### config.mk
export PLATFORM = sky130hd
export DESIGN_NAME = drp_resp
export DESIGN_NICKNAME = d
export VERILOG_FILES = /design/src/rtl/drp_resp.sv
export SDC_FILE = /design/constraint.sdc
export NUM_CORES = 1
export LEC_CHECK = 0
export ABC_AREA = 1
export CAP_MARGIN = 15
export CORE_ASPECT_RATIO = 2
export CORE_UTILIZATION = 55
export CTS_CLUSTER_DIAMETER = 60
export CTS_CLUSTER_SIZE = 40
export DETAILED_ROUTE_END_ITERATION = 12
export GPL_TIMING_DRIVEN = 0
export HOLD_SLACK_MARGIN = 0.03
export PLACE_DENSITY_LB_ADDON = 0.12
export SYNTH_ARGS = -nofsm -noshare
export SYNTH_HDL_FRONTEND = slang
export SYNTH_SLANG_ARGS = --single-unit
### constraint.sdc
create_clock -name CLK -period 43.6 [get_ports CLK]
set_input_delay 4.36 -clock CLK [delete_from_list [all_inputs] [get_ports CLK]]
set_output_delay 4.36 -clock CLK [all_outputs]
set_load 0.005 [all_outputs]
### src/rtl/drp_resp.sv
// drp_resp: behavioural DRP responder with a modelled PLL lock indicator.
//
// A DEN strobe starts a transaction. DWE, DADDR and DI are captured when the
// strobe is accepted, and DRDY pulses for one cycle LAT cycles later. A write
// updates the 32 x 16-bit register file on the edge that raises DRDY. A read
// returns the addressed register on DO during its DRDY cycle. A DEN that
// arrives while a transaction is pending, outside its DRDY cycle, is dropped
// and sets the sticky PROT_ERR flag.
//
// LOCKED asserts after LOCK_CYC consecutive cycles with RST_PLL low.
//
// Ports:
//   CLK      in   clock, rising edge
//   RST      in   asynchronous active-high reset
//   DEN      in   transaction strobe
//   DWE      in   write qualifier, sampled with DEN
//   DADDR    in   [4:0] register address, sampled with DEN
//   DI       in   [15:0] write data, sampled with DEN
//   DO       out  [15:0] read data, zero unless a read DRDY cycle
//   DRDY     out  one-cycle completion pulse
//   RST_PLL  in   modelled PLL reset, active-high
//   LOCKED   out  modelled PLL lock
//   PROT_ERR out  sticky protocol-violation flag
module drp_resp #(
  parameter int unsigned LAT      = 4,
  parameter int unsigned LOCK_CYC = 64
) (
  input  logic        CLK,
  input  logic        RST,
  input  logic        DEN,
  input  logic        DWE,
  input  logic [4:0]  DADDR,
  input  logic [15:0] DI,
  output logic [15:0] DO,
  output logic        DRDY,
  input  logic        RST_PLL,
  output logic        LOCKED,
  output logic        PROT_ERR
);

  localparam int unsigned CntW  = $clog2(LAT + 1);
  localparam int unsigned LockW = $clog2(LOCK_CYC + 1);
  localparam logic [CntW-1:0]  LatVal  = CntW'(LAT);
  localparam logic [LockW-1:0] LockMax = LockW'(LOCK_CYC);

  typedef enum logic {StIdle, StBusy} state_e;

  state_e           state_q, state_d;
  logic [CntW-1:0]  cnt_q, cnt_d;
  logic [CntW-1:0]  cnt_inc;
  logic             drdy_q, drdy_d;
  logic             we_q, we_d;
  logic [4:0]       addr_q, addr_d;
  logic [15:0]      data_q, data_d;
  logic             perr_q, perr_d;
  logic             accept;
  logic             wr_en;
  logic [4:0]       wr_addr;
  logic [15:0]      wr_data;
  logic [15:0]      mem_q [32];
  logic [LockW-1:0] lock_cnt_q, lock_cnt_d;
  logic             locked_q, locked_d;

  assign cnt_inc = cnt_q + 1'b1;

  // Transaction sequencing. cnt_q counts edges since acceptance, the
  // accepting edge being 1, so DRDY is raised on the edge where it hits LAT.
  always_comb begin
    state_d = state_q;
    cnt_d   = cnt_q;
    drdy_d  = 1'b0;
    we_d    = we_q;
    addr_d  = addr_q;
    data_d  = data_q;
    perr_d  = perr_q;
    accept  = 1'b0;
    wr_en   = 1'b0;
    wr_addr = addr_q;
    wr_data = data_q;

    unique case (state_q)
      StIdle: accept = DEN;
      StBusy: begin
        if (drdy_q) begin
          // The DRDY cycle may start the next transaction with no gap.
          accept = DEN;
          if (!DEN) begin
            state_d = StIdle;
            cnt_d   = '0;
          end
        end else begin
          if (DEN) begin
            perr_d = 1'b1;
          end
          cnt_d = cnt_inc;
          if (cnt_inc == LatVal) begin
            drdy_d = 1'b1;
            wr_en  = we_q;
          end
        end
      end
      default: state_d = StIdle;
    endcase

    if (accept) begin
      state_d = StBusy;
      cnt_d   = CntW'(1);
      we_d    = DWE;
      addr_d  = DADDR;
      data_d  = DI;
      // With LAT=1 the accepting edge is also the DRDY edge, so the write
      // must use the live inputs being captured on this same edge.
      if (LAT == 1) begin
        drdy_d  = 1'b1;
        wr_en   = DWE;
        wr_addr = DADDR;
        wr_data = DI;
      end
    end
  end

  always_ff @(posedge CLK or posedge RST) begin
    if (RST) begin
      state_q <= StIdle;
      cnt_q   <= '0;
      drdy_q  <= 1'b0;
      we_q    <= 1'b0;
      addr_q  <= '0;
      data_q  <= '0;
      perr_q  <= 1'b0;
    end else begin
      state_q <= state_d;
      cnt_q   <= cnt_d;
      drdy_q  <= drdy_d;
      we_q    <= we_d;
      addr_q  <= addr_d;
      data_q  <= data_d;
      perr_q  <= perr_d;
    end
  end

  always_ff @(posedge CLK or posedge RST) begin
    if (RST) begin
      for (int i = 0; i < 32; i++) begin
        mem_q[i] <= '0;
      end
    end else if (wr_en) begin
      mem_q[wr_addr] <= wr_data;
    end
  end

  // Lock counter saturates at LOCK_CYC, so LOCKED holds until RST_PLL.
  always_comb begin
    lock_cnt_d = lock_cnt_q;
    locked_d   = 1'b0;
    if (RST_PLL) begin
      lock_cnt_d = '0;
    end else begin
      if (lock_cnt_q != LockMax) begin
        lock_cnt_d = lock_cnt_q + 1'b1;
      end
      locked_d = (lock_cnt_d == LockMax);
    end
  end

  always_ff @(posedge CLK or posedge RST) begin
    if (RST) begin
      lock_cnt_q <= '0;
      locked_q   <= 1'b0;
    end else begin
      lock_cnt_q <= lock_cnt_d;
      locked_q   <= locked_d;
    end
  end

  assign DO       = (drdy_q && !we_q) ? mem_q[addr_q] : 16'h0000;
  assign DRDY     = drdy_q;
  assign LOCKED   = locked_q;
  assign PROT_ERR = perr_q;

endmodule

==> impl_metrics.yaml <==
sta:
  max_freq_mhz: 112.7
  finalCritPeriodShare_pct: 20.35
  skew_ps: 51.03
  rsz0062_at_grt: "no"
  worstMarginPinSlew_ps: 1211
  slew_viol_final: 0
  fin_ws_ps: 34730
  tns_ps: 0
  hold_viol: 0
  min_period_ps: 8872
  slew_headroom_pct: 19.01
  finalSetupViolations: 0
die:
  start_util_pct: 55.63
  rows: 113
  dieHeight_um: 311.5
  io_pins: 45
  die_area_um2: 48830
  fp.dieW_um: 156.8
  core-area_um2: 47360
drt:
  via_per_inst: 5.729
  wirelength_mm: 96.09
  drtIter0Drc: 2201
  firstDrtPassIters: 7
  postRouteAntennaNets: 0
  post_drt_wl_per_cell_um: 23.49
  num_vias: 23430
  drc: 0
grt:
  grt_pass1_wl_mm: 143.2
  grt_overflow_total: 0
  grt_pass1_vias: 23650
  grtUsageTotal_pct: 40.56
  grt_antenna_before_repair: 0
  grt_max_degree: 138
logic_synthesis:
  yosysWarnings: 0
  synth_compound_area_share_pct: 11.23
  synth_top_family_by_area: "simple AND/OR/NAND/NOR gates"
  synth_area_per_cell_um2: 7.848
  synthXorXnorAreaFrac_pct: 0.1330
  yosys.area_share.simple_pct: 29.38
  mappedNetlistNets: 3387
  synth_cells: 3357
  yosysSeqAreaShare_pct: 52.05
  synth_top_area_share_pct: 52.05
  yosysUniqueCellTypes: 28
  synthAdderAreaFrac_pct: 0.1900
  synth.area.mux_share_pct: 0
  synthesis.area_um2: 26350
  synth_top_area_cell: "dfrtp_1"
  synth_area_leaders: "dfrtp_1, nand2_1, o21ai_1"
  ys_ff_latch: 548
place:
  dpl.hpwl_mm: 72.59
  place_area_um2: 27700
  portBuffers: 44
  pre_cts_ws_ps: 35620
  place_congestion: 0.9940
clock_tree:
  cts_buffers: 28
  cts_setup_buffers: 0
  clock_path_buffers: 3
  cts_tree: "yes"
  cts_max_level: 1
  clkSinkCount: 548
  hold_buffers: 0
  cts.repair.resized: 0
  path_clk_slew_ps: 120
  cts_root_buf: "clkbuf_16"
  clk_latency_ps: 660
layout:
  finalInstanceArea_um2: 28840
  fillerInstances: 4446
  drive_gt1_share_pct: 7.577
  layout_commonest_cell: "nand2_1"
  area_delta_synth_final_pct: 9.469
  nets: 3466
  layout_common_cells: "nand2_1, dfrtp_1, o21ai_1, clkbuf_1, buf_6"
  antenna-diode-count: 0
status:
  outcome: "complete, no violations"
power:
  p_leak_nw: 15.07
  ir_drop_mv: 0.05607
  p_per_area_nw_per_um2: 60.34
hold_path:
  hold_path_class: "register to register"
critical_path:
  path_class: "register to output port"
  cp-end-kind: "output port"
  crit_required_ps: 39240
  start_kind: "register"
  critPathMaxFanout: 10
  crit_arrival_ps: 4510
run:
  max_cap_viol_count: 0
## critical path, cell delays in order (launching register included)
cell	delay (ps)
dfrtp_1	390
buf_2	180
inv_2	200
clkbuf_1	700
clkbuf_1	770
nand2_1	110
nand2_1	110
nand2_1	50
nand3_1	90
nand2_1	60
nand2_1	260
nor2_1	150
a21oi_1	240
clkdlybuf4s50_1	550
## worst paths after layout
| kind | start | to | slack [ps] | cells after the start |
|---|---|---|---|---|
| worst min-delay path | mem_q[40] | mem_q[40] | 490 | 2 |
| max in group asynchronous | RST | mem_q[447] | 38010 | 4 |
| worst max-delay path | addr_q[0] | DO[5] | 34730 | 13 |
| worst max register to register | cnt_q[0] | mem_q[409] | 40860 | 10 |
| min in group asynchronous | RST | lock_cnt_q[2] | 4190 | 2 |
| worst min register to register | mem_q[40] | mem_q[40] | 490 | 2 |
## power breakdown
| part | internal [W] | leakage [nW] | switching [W] |
|---|---|---|---|
| clock network | 0.000142 | 0.534 | 0.000211 |
| registers | 0.000627 | 7.41 | 0.0000693 |
| logic | 0.000155 | 7.12 | 0.000536 |
| total | 0.000924 | 15.1 | 0.000816 |
## per-layer routing
| metal | vias up | share of wire (%) | track usage (%) |
|---|---|---|---|
| met1 | 11250 | 33 | 42.52 |
| met4 | 0 | 11 | 38.84 |
| met2 | 1081 | 49 | 67.79 |
| met3 | 415 | 6.5 | 6.689 |
| li1 | 10680 | - | - |
| met5 | - | 0 | 0 |
## kinds of logic (layout without fill, tap and decap cells)
logic type | after synthesis | in the layout
simple gates | 1954 | 1954
compound gates | 554 | 554
flops | 548 | 548
buf+inv | 293 | 394
fa+ha+maj | 4 | 4
xor+xnor | 4 | 4
## synth_stat cells, drive strengths merged
cell type	instances
nand2	1820
dfrtp	548
o21ai	512
buf	131
clkbuf	121
nor2	65
nand3	57
inv	41
a21oi	38
nor3	10
ha	4
xor2	3
a32o	1
nand3b	1
o211ai	1
o21bai	1
o32ai	1
or2	1
xnor2	1
## per-stage QoR
stage / hold slack, ps / power [W] / cells / util [%]
CTS: 491.9 / 0.001721 / 4089 / 60.83
global route: 512.2 / 0.001811 / 4090 / 60.89
detailed placement: 467.2 / 0.001373 / 4037 / 58.47
floorplan: 454.8 / 0.001080 / 3357 / -
finish: 488.9 / 0.001740 / 4090 / 60.89
global placement: 463.7 / 0.001359 / 4033 / 58.22
## final cells by class
type	count	area, um^2	share of cell area [%]
Timing Repair Buffer	49	578.1	2.004
Clock inverter	22	389.1	1.349
Buffer	252	1692	5.865
Multi-Input combinational cell	2516	10790	37.40
Tap cell	632	790.8	2.742
Sequential cell	548	13710	47.55
Clock buffer	30	729.5	2.529
Inverter	41	163.9	0.5683
## sequential cells by signal (all words and copies together) (netlist names)
register	count
mem_q	512
data_q	16
lock_cnt_q	7
addr_q	5
cnt_q	3
DRDY	1
LOCKED	1
PROT_ERR	1
state_q	1
we_q	1
Power figures use the tool's default switching activity.
